[config.mk]
export PLATFORM = sky130hd
export DESIGN_NAME = convt_job_scheduler
export DESIGN_NICKNAME = d
export VERILOG_FILES = /design/src/rtl/convt_job_scheduler.sv
export SDC_FILE = /design/constraint.sdc
export NUM_CORES = 1
export LEC_CHECK = 0
export CORE_MARGIN = 3
export CORE_UTILIZATION = 57
export CTS_CLUSTER_SIZE = 28
export DETAILED_ROUTE_END_ITERATION = 12
export HOLD_SLACK_MARGIN = 0.05
export PLACE_DENSITY = 0.79
export SLEW_MARGIN = 10
export SYNTH_ARGS = -nofsm -noshare
export SYNTH_HDL_FRONTEND = slang
export SYNTH_SLANG_ARGS = --single-unit
[constraint.sdc]
create_clock -name clk1 -period 4.9 [get_ports clk1]
set_input_delay 1.225 -clock clk1 [delete_from_list [all_inputs] [get_ports clk1]]
set_output_delay 1.225 -clock clk1 [all_outputs]
set_load 0.005 [all_outputs]
[src/rtl/convt_job_scheduler.sv]
// convt_job_scheduler: queues layer descriptors for the transposed-convolution
// controller and launches them one at a time.
//   - Descriptor FIFO (DEPTH entries) of {wgt, ifm, ofm base, expected beats}.
//   - FSM IDLE -> LAUNCH -> RUN -> REPORT; LAUNCH drives a one-cycle start_conv
//     while cfg_* hold the active job's base addresses.
//   - RUN counts out_valid beats and run cycles and ends on a fresh end_conv
//     rising edge or on timeout. REPORT emits done_pulse, done_beats, done_err.
//   - abort flushes the queue and cancels the active job without a done report.
// Ports:
//   clk1, rst                         clock, asynchronous active-high reset
//   job_valid/job_ready/job_*         descriptor push interface
//   abort / aborted                   flush request / one-cycle acknowledge
//   start_conv, cfg_*                 launch pulse and active job configuration
//   end_conv, out_valid               controller completion level and beat strobe
//   busy, queue_cnt                   FSM not idle, descriptors waiting
//   done_pulse, done_err, done_beats  per-job completion report
module convt_job_scheduler #(
  parameter int unsigned DEPTH   = 4,
  parameter int unsigned ADDR_W  = 16,
  parameter int unsigned CNT_W   = 16,
  parameter int unsigned TIMEOUT = 65535
) (
  input  logic                     clk1,
  input  logic                     rst,
  input  logic                     job_valid,
  output logic                     job_ready,
  input  logic [ADDR_W-1:0]        job_wgt_base,
  input  logic [ADDR_W-1:0]        job_ifm_base,
  input  logic [ADDR_W-1:0]        job_ofm_base,
  input  logic [CNT_W-1:0]         job_exp_beats,
  input  logic                     abort,
  output logic                     start_conv,
  output logic [ADDR_W-1:0]        cfg_wgt_base,
  output logic [ADDR_W-1:0]        cfg_ifm_base,
  output logic [ADDR_W-1:0]        cfg_ofm_base,
  input  logic                     end_conv,
  input  logic                     out_valid,
  output logic                     busy,
  output logic [$clog2(DEPTH):0]   queue_cnt,
  output logic                     done_pulse,
  output logic                     done_err,
  output logic [CNT_W-1:0]         done_beats,
  output logic                     aborted
);

  localparam int unsigned PTR_W = $clog2(DEPTH);
  localparam logic [PTR_W:0]   DepthCnt   = (PTR_W + 1)'(DEPTH);
  localparam logic [CNT_W-1:0] TimeoutCnt = CNT_W'(TIMEOUT);
  localparam logic [CNT_W-1:0] BeatsMax   = '1;

  typedef enum logic [1:0] {StIdle, StLaunch, StRun, StReport} state_e;

  state_e             state_q, state_d;
  logic [PTR_W-1:0]   wr_ptr_q, wr_ptr_d, rd_ptr_q, rd_ptr_d;
  logic [PTR_W:0]     count_q, count_d;
  logic               ready_q;
  logic               push, pop;
  logic [ADDR_W-1:0]  wgt_mem [DEPTH];
  logic [ADDR_W-1:0]  ifm_mem [DEPTH];
  logic [ADDR_W-1:0]  ofm_mem [DEPTH];
  logic [CNT_W-1:0]   exp_mem [DEPTH];
  logic [ADDR_W-1:0]  cfg_wgt_q, cfg_ifm_q, cfg_ofm_q;
  logic [CNT_W-1:0]   exp_q;
  logic [CNT_W-1:0]   beats_q, beats_d, beats_next;
  logic [CNT_W-1:0]   timer_q, timer_d;
  logic               tflag_q, tflag_d;
  logic [CNT_W-1:0]   done_beats_q, done_beats_d;
  logic               end_conv_q;
  logic               end_edge;
  logic               aborted_q;

  // job_ready comes from the registered count, so a full FIFO refuses a push
  // even in a cycle that also pops. Reset value 0 keeps it low during reset.
  assign push = job_valid & ready_q & ~abort;
  assign pop  = (state_q == StIdle) & (count_q != '0) & ~abort;

  always_comb begin
    count_d  = count_q;
    wr_ptr_d = wr_ptr_q;
    rd_ptr_d = rd_ptr_q;
    if (abort) begin
      count_d  = '0;
      wr_ptr_d = '0;
      rd_ptr_d = '0;
    end else begin
      if (push) wr_ptr_d = wr_ptr_q + PTR_W'(1);
      if (pop)  rd_ptr_d = rd_ptr_q + PTR_W'(1);
      case ({push, pop})
        2'b10:   count_d = count_q + (PTR_W + 1)'(1);
        2'b01:   count_d = count_q - (PTR_W + 1)'(1);
        default: count_d = count_q;
      endcase
    end
  end

  always_ff @(posedge clk1) begin
    if (push) begin
      wgt_mem[wr_ptr_q] <= job_wgt_base;
      ifm_mem[wr_ptr_q] <= job_ifm_base;
      ofm_mem[wr_ptr_q] <= job_ofm_base;
      exp_mem[wr_ptr_q] <= job_exp_beats;
    end
  end

  assign end_edge   = end_conv & ~end_conv_q;
  assign beats_next = (out_valid && beats_q != BeatsMax) ? beats_q + CNT_W'(1) : beats_q;

  always_comb begin
    state_d      = state_q;
    beats_d      = beats_q;
    timer_d      = timer_q;
    tflag_d      = tflag_q;
    done_beats_d = done_beats_q;
    start_conv   = 1'b0;
    done_pulse   = 1'b0;
    done_err     = 1'b0;
    done_beats   = done_beats_q;
    case (state_q)
      StIdle: begin
        if (pop) state_d = StLaunch;
      end
      StLaunch: begin
        start_conv = 1'b1;
        beats_d    = '0;
        timer_d    = '0;
        tflag_d    = 1'b0;
        state_d    = StRun;
      end
      StRun: begin
        beats_d = beats_next;
        // timer_d is the number of RUN cycles including this one, so RUN
        // lasts at most TIMEOUT cycles.
        timer_d = timer_q + CNT_W'(1);
        if (end_edge || timer_d == TimeoutCnt) begin
          tflag_d = (timer_d == TimeoutCnt);
          state_d = StReport;
        end
      end
      StReport: begin
        beats_d      = beats_next;
        done_pulse   = 1'b1;
        done_err     = tflag_q | (beats_next != exp_q);
        done_beats   = beats_next;
        done_beats_d = beats_next;
        state_d      = StIdle;
      end
      default: state_d = StIdle;
    endcase
    if (abort) begin
      state_d      = StIdle;
      start_conv   = 1'b0;
      done_pulse   = 1'b0;
      done_err     = 1'b0;
      done_beats   = done_beats_q;
      done_beats_d = done_beats_q;
    end
  end

  always_ff @(posedge clk1 or posedge rst) begin
    if (rst) begin
      state_q      <= StIdle;
      wr_ptr_q     <= '0;
      rd_ptr_q     <= '0;
      count_q      <= '0;
      ready_q      <= 1'b0;
      cfg_wgt_q    <= '0;
      cfg_ifm_q    <= '0;
      cfg_ofm_q    <= '0;
      exp_q        <= '0;
      beats_q      <= '0;
      timer_q      <= '0;
      tflag_q      <= 1'b0;
      done_beats_q <= '0;
      end_conv_q   <= 1'b0;
      aborted_q    <= 1'b0;
    end else begin
      state_q      <= state_d;
      wr_ptr_q     <= wr_ptr_d;
      rd_ptr_q     <= rd_ptr_d;
      count_q      <= count_d;
      ready_q      <= (count_d < DepthCnt);
      beats_q      <= beats_d;
      timer_q      <= timer_d;
      tflag_q      <= tflag_d;
      done_beats_q <= done_beats_d;
      end_conv_q   <= end_conv;
      aborted_q    <= abort;
      if (pop) begin
        cfg_wgt_q <= wgt_mem[rd_ptr_q];
        cfg_ifm_q <= ifm_mem[rd_ptr_q];
        cfg_ofm_q <= ofm_mem[rd_ptr_q];
        exp_q     <= exp_mem[rd_ptr_q];
      end
    end
  end

  assign job_ready    = ready_q;
  assign queue_cnt    = count_q;
  assign busy         = (state_q != StIdle);
  assign aborted      = aborted_q;
  assign cfg_wgt_base = cfg_wgt_q;
  assign cfg_ifm_base = cfg_ifm_q;
  assign cfg_ofm_base = cfg_ofm_q;

endmodule
# Word-level counts from Yosys, hierarchy flattened
# Memory sizes are Yosys's and may differ from the RTL's. A register that Yosys moved wholly into a read port is not among the register bits.
# Cells that the tools add are included.
[totals]
mem_count = 4
out_inout_bits = 73
ram_bits = 256
input_bits = 70
reg_bits = 61
[op_classes]
n_eq_ne = 11
add_sub_neg = 6
mux = 25
n_bitwise = 8
magnitude_cmp = 1
n_reduce_logical = 12
[memory_table]
columns = ["memory", "words", "word_bits", "read_ports", "rd_clocked_by_memory_dff", "wr", "line", "source"]
rows = [
  ["exp_mem", 4, 16, 1, 1, 1, "61", "logic [CNT_W-1:0] exp_mem [DEPTH];"],
  ["ifm_mem", 4, 16, 1, 1, 1, "59", "logic [ADDR_W-1:0] ifm_mem [DEPTH];"],
  ["ofm_mem", 4, 16, 1, 1, 1, "60", "logic [ADDR_W-1:0] ofm_mem [DEPTH];"],
  ["wgt_mem", 4, 16, 1, 1, 1, "58", "logic [ADDR_W-1:0] wgt_mem [DEPTH];"],
]
[ops]
columns = ["cell", "count"]
rows = [
  ["$pmux 16 s2", 2],
  ["$mux 16", 3],
  ["$add 16x1->16 const B", 2],
  ["$eq 16x16->1 const B", 1],
  ["$ne 16x16->1", 1],
  ["$ne 16x16->1 const B", 1],
  ["$mux 2", 7],
  ["$reduce_bool 2->1", 5],
  ["$mux 1", 9],
  ["$pmux 2 s4", 1],
  ["$eq 2x2->1 const B", 3],
  ["$ne 3x3->1 const B", 2],
  ["$pmux 3 s2", 1],
  ["$and 1x1->1", 5],
  ["$add 2x1->2 const B", 2],
  ["$eq 2x1->1 const B", 2],
  ["$reduce_and 2->1", 2],
  ["$add 3x1->3 const B", 1],
  ["$lt 3x3->1 const B", 1],
  ["$mux 3", 1],
  ["$reduce_bool 3->1", 1],
  ["$sub 3x1->3 const B", 1],
  ["$logic_not 2->1", 1],
  ["$ne 2x2->1 const B", 1],
  ["other kinds (6)", 7],
]

# Longest topological paths before layout
[logic_depth]
word_depth = 7
ltp_mapped = 12
depth_no_buf = 11

# Least setup slack after synthesis
# Ideal clock, no wire load.
[synth_path]
kind = "input port to output port"
startpoint = "input port out_valid"
endpoint = "output port done_err"
required_ns = 3.675
slack_ns = 1.052
cell_stages = 7
t_arrival_ns = 2.623
path_cell_list = "nand4_1 > nor3_4 > nand3_2 > xor2_1 > a2111o_1 > nor4_1 > a41oi_1"
[synth_via]
elab_chain_len = 6
[synth_lines]
columns = ["element", "line", "source"]
rows = [
  ["start, declared", "37", "input logic out_valid,"],
  ["$logic_and 1x1->1", "106", "assign beats_next = (out_valid && beats_q != BeatsMax) ? beats_q + CNT_W'(1) : beats_q;"],
  ["$mux 16", "106", ""],
  ["$ne 16x16->1", "142", "done_err = tflag_q | (beats_next != exp_q);"],
  ["$or 1x1->1", "142", ""],
  ["$mux 1", "118", "case (state_q)"],
  ["$mux 1", "149", "if (abort) begin"],
  ["end, declared", "41", "output logic done_err,"],
]
# Every way passes these cells.

# Worst setup path in the final report
[layout_path]
startpoint = "register beats_q[0]"
endpoint = "output port done_err"
[layout_via]
elab_chain_len = 7
word_cells_on_any_way = 8
cone_classes = "add/sub: 1; eq/ne: 2; mux: 3; bitwise: 1; reduce/logical: 1"
[layout_lines]
columns = ["element", "line", "source"]
rows = [
  ["start, declared", "64", "logic [CNT_W-1:0] beats_q, beats_d, beats_next;"],
  ["start signal, assigned", "182", "beats_q <= beats_d;"],
  ["branches (longest 2 deep; another with $add 16x1->16)", "-", ""],
  ["$mux 16 (*)", "106", ""],
  ["$ne 16x16->1 (*)", "142", ""],
  ["$or 1x1->1 (*)", "142", ""],
  ["$mux 1 (*)", "118", ""],
  ["$mux 1 (*)", "149", ""],
]
# Mark *: on every way between the ends.

==> reports/metrics.json <==
{
  "routing": {
    "drt-pass1-iter-count": 6,
    "post_drt_wl_per_cell_um": 21.32,
    "vias": 8764,
    "drc": 0,
    "dr.first_iter.drc_count": 633,
    "routed_wl_um": 31450,
    "drt-vias-per-instance": 5.942,
    "drt.antenna.violating_nets": 0
  },
  "layout": {
    "num-fill-cells": 1734,
    "layout_common_cells": "sky130_fd_sc_hd__edfxtp_1 (256), sky130_fd_sc_hd__clkdlybuf4s50_1 (141), sky130_fd_sc_hd__dfrtp_1 (123), sky130_fd_sc_hd__mux2_2 (68), sky130_fd_sc_hd__mux4_2 (64)",
    "syn2layout_area_growth_pct": 19.93,
    "final_cells": 1475,
    "design.final.nets": 1193,
    "final_layout_size_suffix_gt1_frac": 0.2109,
    "layout_commonest_cell": "sky130_fd_sc_hd__edfxtp_1"
  },
  "global_routing": {
    "number_of_antenna_violations_at_the_first_check_in_global_routing": 4,
    "overall_track_demand_over_capacity_in_global_routing": 0.2191,
    "global_route_wire_length_before_repair_um": 50110,
    "grt_overflow": 0,
    "grt_pass1_vias": 8988,
    "grt_max_degree": 104
  },
  "flow_run": {
    "cap_violations": 0
  },
  "clock_tree": {
    "cts.repair_timing.setup_buffer_count": 0,
    "clock_tree.buffer_depth": 3,
    "cts-hold-fix-buffers": 0,
    "clock_latency_ns": 0.53,
    "cts_buffers": 39,
    "cts_htree_levels": 2,
    "tritoncts_clock_tree": "yes",
    "cts.reportedPaths.clkPinSlew_ns": 0.06,
    "clk_root_buffer_cell": "sky130_fd_sc_hd__clkbuf_16",
    "tritoncts_num_sinks": 381
  },
  "timing": {
    "timing_worst_slew_pin_value_ns": 1.053,
    "clock_skew_ns": 0.01171,
    "max_slew_headroom": 0.2951,
    "slew_violations": 0,
    "finalSetupViolations": 0,
    "post-route-min-period_ns": 4.646,
    "finalHoldViolCount": 0,
    "min_period_over_period": 0.9482,
    "rsz0062_at_grt": "no",
    "fmaxAchievable_ghz": 0.2152,
    "setup_slack_ns": 0.2540
  },
  "critical_path": {
    "worst_ep_arrival_time_ns": 3.42,
    "critPathSlowestCell": "sky130_fd_sc_hd__dfrtp_1",
    "timing.critical_path.from_type": "flip-flop",
    "crit_path_cell_trace": "ha_1 > nand3_1 > or3_1 > nand3_1 > xnor2_1 > o2111ai_1 > nor4_1 > a41oi_1 > clkdlybuf4s50_1",
    "worst-endpoint-required_ns": 3.67,
    "cpMostUsedCell": "sky130_fd_sc_hd__nand3_1",
    "timing.critical_path.slowest_cell_delay_ns": 0.51,
    "worst_setup_path_end_kind": "output port",
    "critical_path.max_fanout": 7,
    "start_to_end_type_of_the_worst_setup_path": "reg2out"
  },
  "logic_synthesis": {
    "synth_top_flop_cell": "sky130_fd_sc_hd__edfxtp_1",
    "synth.lib_cells_used.distinct": 71,
    "postSynthCellCount": 940,
    "post_synth.cell_area_avg_sq_um": 16.61,
    "yosys_warnings": 0,
    "synth_edf_count": 256,
    "postSynth.asyncResetShare": 0.3281,
    "synth_top_area_cell": "sky130_fd_sc_hd__edfxtp_1",
    "yosys-top-cells-area": "sky130_fd_sc_hd__edfxtp_1 (49%), sky130_fd_sc_hd__dfrtp_1 (20%), sky130_fd_sc_hd__mux4_2 (9.2%), sky130_fd_sc_hd__mux2_2 (4.9%), sky130_fd_sc_hd__o21ai_0 (1.5%)",
    "yosysTopAreaCellShare": 0.4922,
    "synthesis.nets": 1025,
    "number_of_storage_elements_in_the_synthesis_netlist": 381,
    "synth_seq_area_share": 0.6925,
    "synthesis.area_sq_um": 15620
  },
  "die": {
    "coreArea_sq_um": 26500,
    "io_pins": 143,
    "fp-row-count": 59,
    "width_of_the_die_um": 171.5,
    "initial_utilization": 0.5893,
    "die_area_sq_um": 29420,
    "die_y_um": 171.5
  },
  "placed_design": {
    "io_buffer_count": 142,
    "dp.final_hpwl_um": 18670,
    "placed_cells": 1402,
    "preCtsSetupSlack_ns": -0.1884,
    "gp_congestion": 0.9164
  },
  "pwr": {
    "pwr_density_cell_nw_per_um2": 439.7,
    "static-leakage-power_nw": 6.634,
    "irDropWorstVdd_mv": 0.3368
  },
  "run_status": {
    "run_status": "completed"
  },
  "worst_hold_path": {
    "holdCritPathClass": "reg2reg"
  }
}
==> through the flow <==
step | area [sq um] | total power [mW] | util | setup TNS (ns) | hold slack [ns]
floorplan | 15620 | 4.711 | - | 0 | 0.4683
global placement | 17500 | 5.430 | 0.6605 | -0.2049 | 0.4605
detailed placement | 17500 | 5.460 | 0.6605 | -0.1884 | 0.4764
CTS | 18730 | 8.321 | 0.7067 | 0 | 0.4945
global route | 18730 | 8.581 | 0.7068 | 0 | 0.5052
finish | 18730 | 8.235 | 0.7068 | 0 | 0.4902
==> area by class of cell <==
class | instances | area [sq um] | share of cell area
inverters | 31 | 121.4 | 0.006480
repair buffers | 170 | 1627 | 0.08684
diodes | 2 | 5.005 | 0.0002672
clock buffers | 53 | 1039 | 0.05544
multi-input cells | 485 | 4508 | 0.2407
flip-flops and latches | 381 | 10820 | 0.5778
well taps | 335 | 419.2 | 0.02238
clock inverters | 18 | 188.9 | 0.01009
==> path summary, 6_finish.rpt <==
| kind | start | end | slack [ns] | cells past startpoint |
|---|---|---|---|---|
| min | done_beats_q[10] | done_beats_q[10] | 0.49 | 2 |
| max reg2reg | state_q[1] | queue_cnt[1] | 2.16 | 11 |
| min in group asynchronous | rst | queue_cnt[1] | 1.31 | 2 |
| max | beats_q[0] | done_err | 0.25 | 9 |
| min reg2reg | done_beats_q[10] | done_beats_q[10] | 0.49 | 2 |
| max in group asynchronous | rst | cfg_ofm_base[6] | 2.74 | 3 |
==> what timing repair did <==
| action | CTS | global route |
|---|---|---|
| endpoints found under the hold margin | 0 | 0 |
| gates resized for setup | 1 | 2 |
| setup endpoints to repair | 1 | 1 |
| cloned | 0 | 0 |
==> logic make-up after synthesis <==
group,share of synthesized area
AO/OA/AOI/OAI,0.05200
XOR/XNOR,0.01434
adder cells (fa/ha/maj),0.01314
buffers and inverters,0.01995
flip-flops,0.6925
multiplexers,0.1439
AND/OR/NAND/NOR,0.06417
==> power breakdown <==
group	internal [mW]	total [mW]	switching, mW
registers	3.79	4.05	0.261
clock network	1.65	2.84	1.19
logic	0.796	1.34	0.548
total	6.24	8.23	2.00
==> routing by layer <==
layer | track usage | vias up | wire, um
li1 | - | 3989 | -
met1 | 0.3061 | 4454 | 13380
met2 | 0.3564 | 254 | 15480
met3 | 0.04872 | 63 | 1877
met4 | 0.05808 | 4 | 689
met5 | 0 | - | 25
==> state kept, by name, summed over array words and instances, names as in the netlist <==
name          cells
wgt_mem          64
rd_ptr_q          2
cfg_ifm_base     16
exp_q            16
beats_q          16
state_q           2
wr_ptr_q          2
exp_mem          64
cfg_ofm_base     16
cfg_wgt_base     16
ifm_mem          64
aborted           1
tflag_q           1
queue_cnt         3
job_ready         1
done_beats_q     16
end_conv_q        1
timer_q          16
ofm_mem          64
==> worst max-delay path: cells and delay by family (launching register included) <==
family	cells	cell delay (ns)
adder cells (fa/ha/maj)	1	0.31
buffers and inverters	1	0.47
AND/OR/NAND/NOR	4	1.13
flip-flops	1	0.51
AO/OA/AOI/OAI	2	0.31
XOR/XNOR	1	0.17
==> cell usage after synthesis (4+ instances only) <==
cell and number:
sky130_fd_sc_hd__a31oi_1 7, sky130_fd_sc_hd__o21ai_0 48, sky130_fd_sc_hd__xor2_1 6, sky130_fd_sc_hd__a21o_1 5, sky130_fd_sc_hd__buf_1 4, sky130_fd_sc_hd__dfrtp_1 125, sky130_fd_sc_hd__and3_1 7, sky130_fd_sc_hd__nand4_1 10
sky130_fd_sc_hd__and4_1 4, sky130_fd_sc_hd__edfxtp_1 256, sky130_fd_sc_hd__ha_1 14, sky130_fd_sc_hd__nand3_1 21, sky130_fd_sc_hd__buf_2 6, sky130_fd_sc_hd__nor2_1 41, sky130_fd_sc_hd__nand2_1 46, sky130_fd_sc_hd__a21oi_1 18
sky130_fd_sc_hd__mux4_2 64, sky130_fd_sc_hd__clkbuf_1 29, sky130_fd_sc_hd__xnor2_1 15, sky130_fd_sc_hd__nand2b_1 5, sky130_fd_sc_hd__o31ai_1 6, sky130_fd_sc_hd__and2_1 6, sky130_fd_sc_hd__nor3_1 6, sky130_fd_sc_hd__nor4_1 8
sky130_fd_sc_hd__mux2_2 68, sky130_fd_sc_hd__inv_1 31, sky130_fd_sc_hd__o22ai_1 12, sky130_fd_sc_hd__mux2i_1 4
No activity file was read; power rests on OpenSTA's default activity.
